===== src/rtl/wb_pulse_gen_if.sv =====
// Wishbone-style register bus shared between a bus master and wb_pulse_gen.
//
// Handshake: the master raises i_stb together with i_we, i_adr and i_dat.
// The slave accepts the request in the cycle it sees i_stb while idle.
// It answers with o_ack high for exactly one cycle, the cycle after acceptance.
// o_dat carries read data only while o_ack is high and is zero otherwise.
// If the master keeps i_stb high through the ack cycle, that is a new request.
// A held strobe is therefore acked every second cycle.
interface wb_pulse_gen_if #(
  parameter int DSIZE = 8,
  parameter int AW    = 4
);
  logic             i_stb;
  logic             i_we;
  logic [AW-1:0]    i_adr;
  logic [DSIZE-1:0] i_dat;
  logic             o_ack;
  logic [DSIZE-1:0] o_dat;

  modport master (output i_stb, i_we, i_adr, i_dat, input o_ack, o_dat);
  modport slave  (input i_stb, i_we, i_adr, i_dat, output o_ack, o_dat);
endinterface


===== src/rtl/wb_pulse_gen.sv =====
// Multi-channel Wishbone-programmable pulse generator.
// Each channel has a down-counter with a period, an enable and a one-shot mode.
// Counting advances only on the shared tick i_e.
// Per-channel registers, addressed by i_adr[1:0]:
//   0 CTRL   [0] EN, [1] ONESHOT, [2] IE
//   1 PERIOD
//   2 COUNT  (read-only)
//   3 STATUS (W1C sticky pulse flag)
// Optional macro PULSE_IRQ_EN enables the STATUS flag, CTRL.IE and o_irq.
// Without it, STATUS and IE read 0 and o_irq is tied low.
module wb_pulse_gen #(
  parameter  int DSIZE = 8,
  parameter  int NCH   = 4,
  localparam int AW    = $clog2(NCH) + 2
) (
  input  logic           i_clk,
  input  logic           i_rst,
  input  logic           i_e,
  wb_pulse_gen_if.slave  bus,
  output logic [NCH-1:0] o_pulse,
  output logic           o_irq,
  output logic           bus_state
);

  typedef enum logic {IDLE = 1'b0, ACCESS = 1'b1} state_t;

  state_t           state_q, state_d;
  logic [AW-1:0]    adr_q;
  logic             we_q;
  logic [DSIZE-1:0] dat_q;
  logic [DSIZE-1:0] rdata_q;
  logic [DSIZE-1:0] rd_mux;
  logic [AW-1:0]    ch_in;
  logic [AW-1:0]    ch_q;

  logic [DSIZE-1:0] period [NCH];
  logic [DSIZE-1:0] count  [NCH];
  logic [NCH-1:0]   en, oneshot, ie, flag;
  logic [NCH-1:0]   wr_ctrl, wr_per, wr_stat;
  logic [NCH-1:0]   fire, pulse_q;

  assign bus_state = (state_q == ACCESS);
  assign bus.o_ack = (state_q == ACCESS);
  assign bus.o_dat = (state_q == ACCESS) ? rdata_q : '0;
  assign o_pulse   = pulse_q;
  assign ch_q      = adr_q >> 2;

  // Bus FSM state register.
  always_ff @(posedge i_clk) begin
    if (i_rst) state_q <= IDLE;
    else       state_q <= state_d;
  end

  // Bus FSM next state: accept in IDLE, acknowledge for one cycle in ACCESS.
  always_comb begin
    state_d = state_q;
    case (state_q)
      IDLE:    if (bus.i_stb) state_d = ACCESS;
      ACCESS:  state_d = IDLE;
      default: state_d = IDLE;
    endcase
  end

  // Capture the request and snapshot read data when a strobe is accepted.
  always_ff @(posedge i_clk) begin
    if (i_rst) begin
      adr_q   <= '0;
      we_q    <= 1'b0;
      dat_q   <= '0;
      rdata_q <= '0;
    end else if (state_q == IDLE && bus.i_stb) begin
      adr_q   <= bus.i_adr;
      we_q    <= bus.i_we;
      dat_q   <= bus.i_dat;
      rdata_q <= bus.i_we ? '0 : rd_mux;
    end
  end

  // Read mux on the live address; out-of-range channels return zero.
  always_comb begin
    rd_mux = '0;
    ch_in  = bus.i_adr >> 2;
    for (int c = 0; c < NCH; c++) begin
      if (ch_in == AW'(c)) begin
        case (bus.i_adr[1:0])
          2'd0:    rd_mux = DSIZE'({ie[c], oneshot[c], en[c]});
          2'd1:    rd_mux = period[c];
          2'd2:    rd_mux = count[c];
          default: rd_mux = DSIZE'(flag[c]);
        endcase
      end
    end
  end

  // Write decode: a write commits at the end of the ACCESS cycle.
  always_comb begin
    wr_ctrl = '0;
    wr_per  = '0;
    wr_stat = '0;
    for (int c = 0; c < NCH; c++) begin
      if (state_q == ACCESS && we_q && ch_q == AW'(c)) begin
        wr_ctrl[c] = (adr_q[1:0] == 2'd0);
        wr_per[c]  = (adr_q[1:0] == 2'd1);
        wr_stat[c] = (adr_q[1:0] == 2'd3);
      end
    end
  end

  // Terminal tick per channel; a same-cycle PERIOD/CTRL write suppresses it.
  always_comb begin
    fire = '0;
    for (int c = 0; c < NCH; c++) begin
      fire[c] = !wr_per[c] && !wr_ctrl[c] && en[c] && (period[c] != '0) &&
                i_e && (count[c] == DSIZE'(1));
    end
  end

  // Per-channel registers, counters and the registered pulse.
  always_ff @(posedge i_clk) begin
    if (i_rst) begin
      en      <= '0;
      oneshot <= '0;
      pulse_q <= '0;
      for (int c = 0; c < NCH; c++) begin
        period[c] <= '0;
        count[c]  <= '0;
      end
    end else begin
      pulse_q <= fire;
      for (int c = 0; c < NCH; c++) begin
        if (wr_per[c]) begin
          period[c] <= dat_q;
          count[c]  <= dat_q;
        end else if (wr_ctrl[c]) begin
          en[c]      <= dat_q[0];
          oneshot[c] <= dat_q[1];
          if (dat_q[0]) count[c] <= period[c];
        end else if (en[c] && period[c] != '0 && i_e) begin
          if (fire[c]) begin
            if (oneshot[c]) begin
              count[c] <= '0;
              en[c]    <= 1'b0;
            end else begin
              count[c] <= period[c];
            end
          end else if (count[c] == '0) begin
            // Reached only if PERIOD became nonzero without a reload.
            count[c] <= period[c];
          end else begin
            count[c] <= count[c] - DSIZE'(1);
          end
        end
      end
    end
  end

`ifdef PULSE_IRQ_EN
  // Interrupt enable, sticky pulse flag (set beats W1C) and registered irq.
  always_ff @(posedge i_clk) begin
    if (i_rst) begin
      ie    <= '0;
      flag  <= '0;
      o_irq <= 1'b0;
    end else begin
      for (int c = 0; c < NCH; c++) begin
        if (wr_ctrl[c]) ie[c] <= dat_q[2];
        flag[c] <= fire[c] | (flag[c] & ~(wr_stat[c] & dat_q[0]));
      end
      o_irq <= |(flag & ie);
    end
  end
`else
  logic unused_stat;
  assign unused_stat = ^wr_stat;
  assign ie    = '0;
  assign flag  = '0;
  assign o_irq = 1'b0;
`endif

endmodule

===== src/flat_wrapper.sv =====
// flat-port wrapper written by rule: the top's interface ports become plain ports
module wb_pulse_gen_flat 
#(
  parameter  int DSIZE = 8,
  parameter  int NCH   = 4,
  localparam int AW    = $clog2(NCH) + 2
)
  (i_clk, i_rst, i_e, o_pulse, o_irq, bus_state, bus_i_stb, bus_i_we, bus_i_adr, bus_i_dat, bus_o_ack, bus_o_dat);
  wb_pulse_gen_if #(.DSIZE(DSIZE)) bus_i ();
  input  logic i_clk;
  input  logic i_rst;
  input  logic i_e;
  output logic [NCH-1:0] o_pulse;
  output logic o_irq;
  output logic bus_state;
  input wire logic [$bits(bus_i.i_stb)-1:0] bus_i_stb;
  input wire logic [$bits(bus_i.i_we)-1:0] bus_i_we;
  input wire logic [$bits(bus_i.i_adr)-1:0] bus_i_adr;
  input wire logic [$bits(bus_i.i_dat)-1:0] bus_i_dat;
  output wire logic [$bits(bus_i.o_ack)-1:0] bus_o_ack;
  output wire logic [$bits(bus_i.o_dat)-1:0] bus_o_dat;
  assign bus_i.i_stb = bus_i_stb;
  assign bus_i.i_we = bus_i_we;
  assign bus_i.i_adr = bus_i_adr;
  assign bus_i.i_dat = bus_i_dat;
  assign bus_o_ack = bus_i.o_ack;
  assign bus_o_dat = bus_i.o_dat;
  wb_pulse_gen #(.DSIZE(DSIZE), .NCH(NCH)) u_core (.i_clk(i_clk), .i_rst(i_rst), .i_e(i_e), .bus(bus_i), .o_pulse(o_pulse), .o_irq(o_irq), .bus_state(bus_state));
endmodule

===== config.mk =====
export PLATFORM = sky130hd
export DESIGN_NAME = wb_pulse_gen_flat
export DESIGN_NICKNAME = d
export VERILOG_FILES = /design/src/rtl/wb_pulse_gen_if.sv /design/src/rtl/wb_pulse_gen.sv /design/src/flat_wrapper.sv
export SDC_FILE = /design/constraint.sdc
export NUM_CORES = 1
export LEC_CHECK = 0
export BUFFER_PORTS_ARGS = -buffer_cell sky130_fd_sc_hd__buf_2
export CAP_MARGIN = 20
export CORE_ASPECT_RATIO = 0.9
export CORE_MARGIN = 4
export CORE_UTILIZATION = 45
export CTS_CLUSTER_SIZE = 14
export DETAILED_ROUTE_END_ITERATION = 12
export PLACE_DENSITY = 0.72
export SYNTH_ARGS = -nofsm -noshare
export SYNTH_HDL_FRONTEND = slang
export SYNTH_SLANG_ARGS = --single-unit

===== constraint.sdc =====
create_clock -name i_clk -period 3 [get_ports i_clk]
set_input_delay 0.45 -clock i_clk [delete_from_list [all_inputs] [get_ports i_clk]]
set_output_delay 0.45 -clock i_clk [all_outputs]
set_load 0.005 [all_outputs]

==> flow_summary.yaml <==
status:
  status: "finished clean"
timing:
  rsz0062_at_grt: "false"
  worst_slew_pin_slew_ns: 0.900
  hold_violations: 0
  finalCritPeriodShare_pct: 92.7
  setup_viol: 0
  drv_slew: 0
  fmax_mhz: 359
  setup_slack_ns: 0.218
  setup_tns_ns: 0
  relSlewSlack_pct: 39.5
  fin_crit_ns: 2.78
  fin_skew_ns: 0.0108
logic_synthesis:
  synth-edff-count: 64
  ys_ff_latch: 98
  synth_cell_types: 69
  synthFlopType: "edfxtp_1"
  yosysWarnings: 0
  syn_area_um2: 5960
  synth-seq-area-share_pct: 43.7
  synthCells: 620
  synth.net_count: 648
  avgSynthCellArea_um2: 9.61
  ys_async_sr_fraction_pct: 0
clock_tree:
  cts_max_level: 3
  clk_path_buf_depth: 2
  ctsRootBufferMaster: "clkbuf_16"
  cts_setup_buffers: 0
  cts-resized-gates: 0
  clk_latency_ns: 0.36
  ctsHoldBuffers: 0
  cts_tree: "built"
  cts_inserted_buffers: 9
  clk_pin_slew_ns: 0.08
  cts_sinks: 98
grt:
  grt_util_all_layers_pct: 23.4
  grt-ovfl-total: 0
  grt_pass1_vias: 4752
  grt_pass1_wl_um: 26700
  grt_max_degree: 27
  antenna_found_initial: 0
critical_path:
  worstPathMaxFanout: 9
  crit_required_ns: 3.17
  startpoint_type: "flop"
  worst-endpoint-arrival_ns: 2.95
  cp-end-kind: "flop"
  critPathKind: "flop to flop"
layout:
  final_nets: 670
  layout_common_cells: "nand2_1 (71), edfxtp_1 (64), nor2_1 (44)"
  syn_to_final_growth_pct: 10.2
  final_common_cell: "nand2_1"
  drive_gt1_share_pct: 12.5
  fin_cells: 812
run:
  drv_cap: 0
floorplan:
  die_width_um: 129
  core_area_um2: 12800
  core.rowCount: 39
  die_area_um2: 15200
  start_util_pct: 46.4
  ios: 32
  dieHeight_um: 117
routing:
  postRouteAntennaNets: 0
  drt_iter0_drc: 724
  drt_wl_total_um: 17300
  viasPerCell: 6.34
  vias: 5145
  wl_per_cell_um: 21.3
  first_pass_iters: 6
  drc: 0
placement:
  dpl.hpwl_um: 12800
  place.gp.congestion: 0.952
  preCtsSetupSlack_ns: 0.308
  dpl.cell_count: 795
  port_buffers: 30
pwr:
  leakage_uw: 0.00244
  finalPower_uw: 3000
  ir_worst_vdd_mv: 0.317
  power_density_nw_per_um2: 456
worst_hold_path:
  hold_path.class: "primary input to flop"
==> metrics by stage <==
| stage | hold WS [ns] | utilization, % | cell area [µm²] |
|---|---|---|---|
| after floorplan | 0.427 | - | 5960 |
| after detailed placement | 0.441 | 48.8 | 6270 |
| after CTS | 0.316 | 51.2 | 6570 |
| after global routing | 0.318 | 51.2 | 6570 |
| after global placement | 0.440 | 48.8 | 6270 |
| final | 0.319 | 51.2 | 6570 |
==> cells by family (layout without fill, tap and decap cells) <==
family	count (synthesis)	count (layout)	synth area share (%)
muxes	21	21	5.00
AOI/OAI and AO/OA	166	166	19.9
and+or+nand+nor	245	245	21.6
other	1	2	0.0629
adders and majority gates	11	11	2.31
buffers and inverters	55	82	4.09
xor gates and xnor gates	23	23	3.38
DFF	98	98	43.7
==> area by class of cell <==
cell class | instances | area [µm²]
timing repair buffer | 45 | 263
antenna | 1 | 2.50
sequential | 98 | 2600
inverter | 21 | 78.8
clock buffer | 10 | 250
clock inverter | 6 | 52.6
tap | 164 | 205
multi-input combinational | 467 | 3120
fill | 1166 | 6260
==> routing by layer <==
| layer | vias to the layer above | share of wire (%) | GRT usage [%] |
|---|---|---|---|
| met3 | 43 | 11 | 6.99 |
| met2 | 305 | 43 | 33.5 |
| met4 | 0 | 3.0 | 9.10 |
| li1 | 2369 | - | - |
| met5 | - | 0 | 0 |
| met1 | 2428 | 43 | 33.2 |
==> path summary, 6_finish.rpt <==
check                                       start                  to  slack, ns  cells after the start
worst min-delay path                 bus_i_dat[7]     u_core.dat_q[7]       0.32                      3
worst max register to register   u_core.bus.o_ack  u_core.count[2][1]       0.22                      5
worst max-delay path             u_core.bus.o_ack  u_core.count[2][1]       0.22                      5
worst min register to register  u_core.rdata_q[4]   u_core.rdata_q[4]       0.45                      2
==> where the power goes <==
group	switching [µW]	internal, µW
Combinational	164	102
Clock	547	629
Sequential	76.6	1480
Total	788	2210
==> flip-flops by register name, indices dropped and copies added (netlist names) <==
register,count
u_core.we_q,1
u_core.bus.o_ack,1
u_core.dat_q,8
u_core.rdata_q,8
u_core.period,32
u_core.en,4
u_core.count,32
u_core.adr_q,4
u_core.o_pulse,4
u_core.oneshot,4
==> worst max-delay path, stage by stage (launching register included) <==
cell and delay [ns]:
dfxtp_1 0.38, nor3b_1 0.57, nand2_1 0.25, o31ai_1 0.81, o21ai_0 0.23, a311oi_1 0.34
==> synth_stat cells (all sizes together), types with 10 or more instances <==
cell / count / area share [%]
nand2: 71 / 4.5
edfxtp: 64 / 32
nor2: 44 / 2.8
and2: 42 / 4.5
a21oi: 38 / 3.2
dfxtp: 34 / 11
clkbuf: 24 / 1.5
a22oi: 23 / 2.9
o21ai: 23 / 1.9
inv: 21 / 1.3
mux2i: 14 / 2.4
nor4: 13 / 1.6
or3: 12 / 1.3
xor2: 12 / 1.8
ha: 11 / 2.3
nor3: 11 / 0.92
xnor2: 11 / 1.6
a21o: 10 / 1.3
buf: 10 / 1.3
Note: power is estimated with default switching activity, not from simulation.
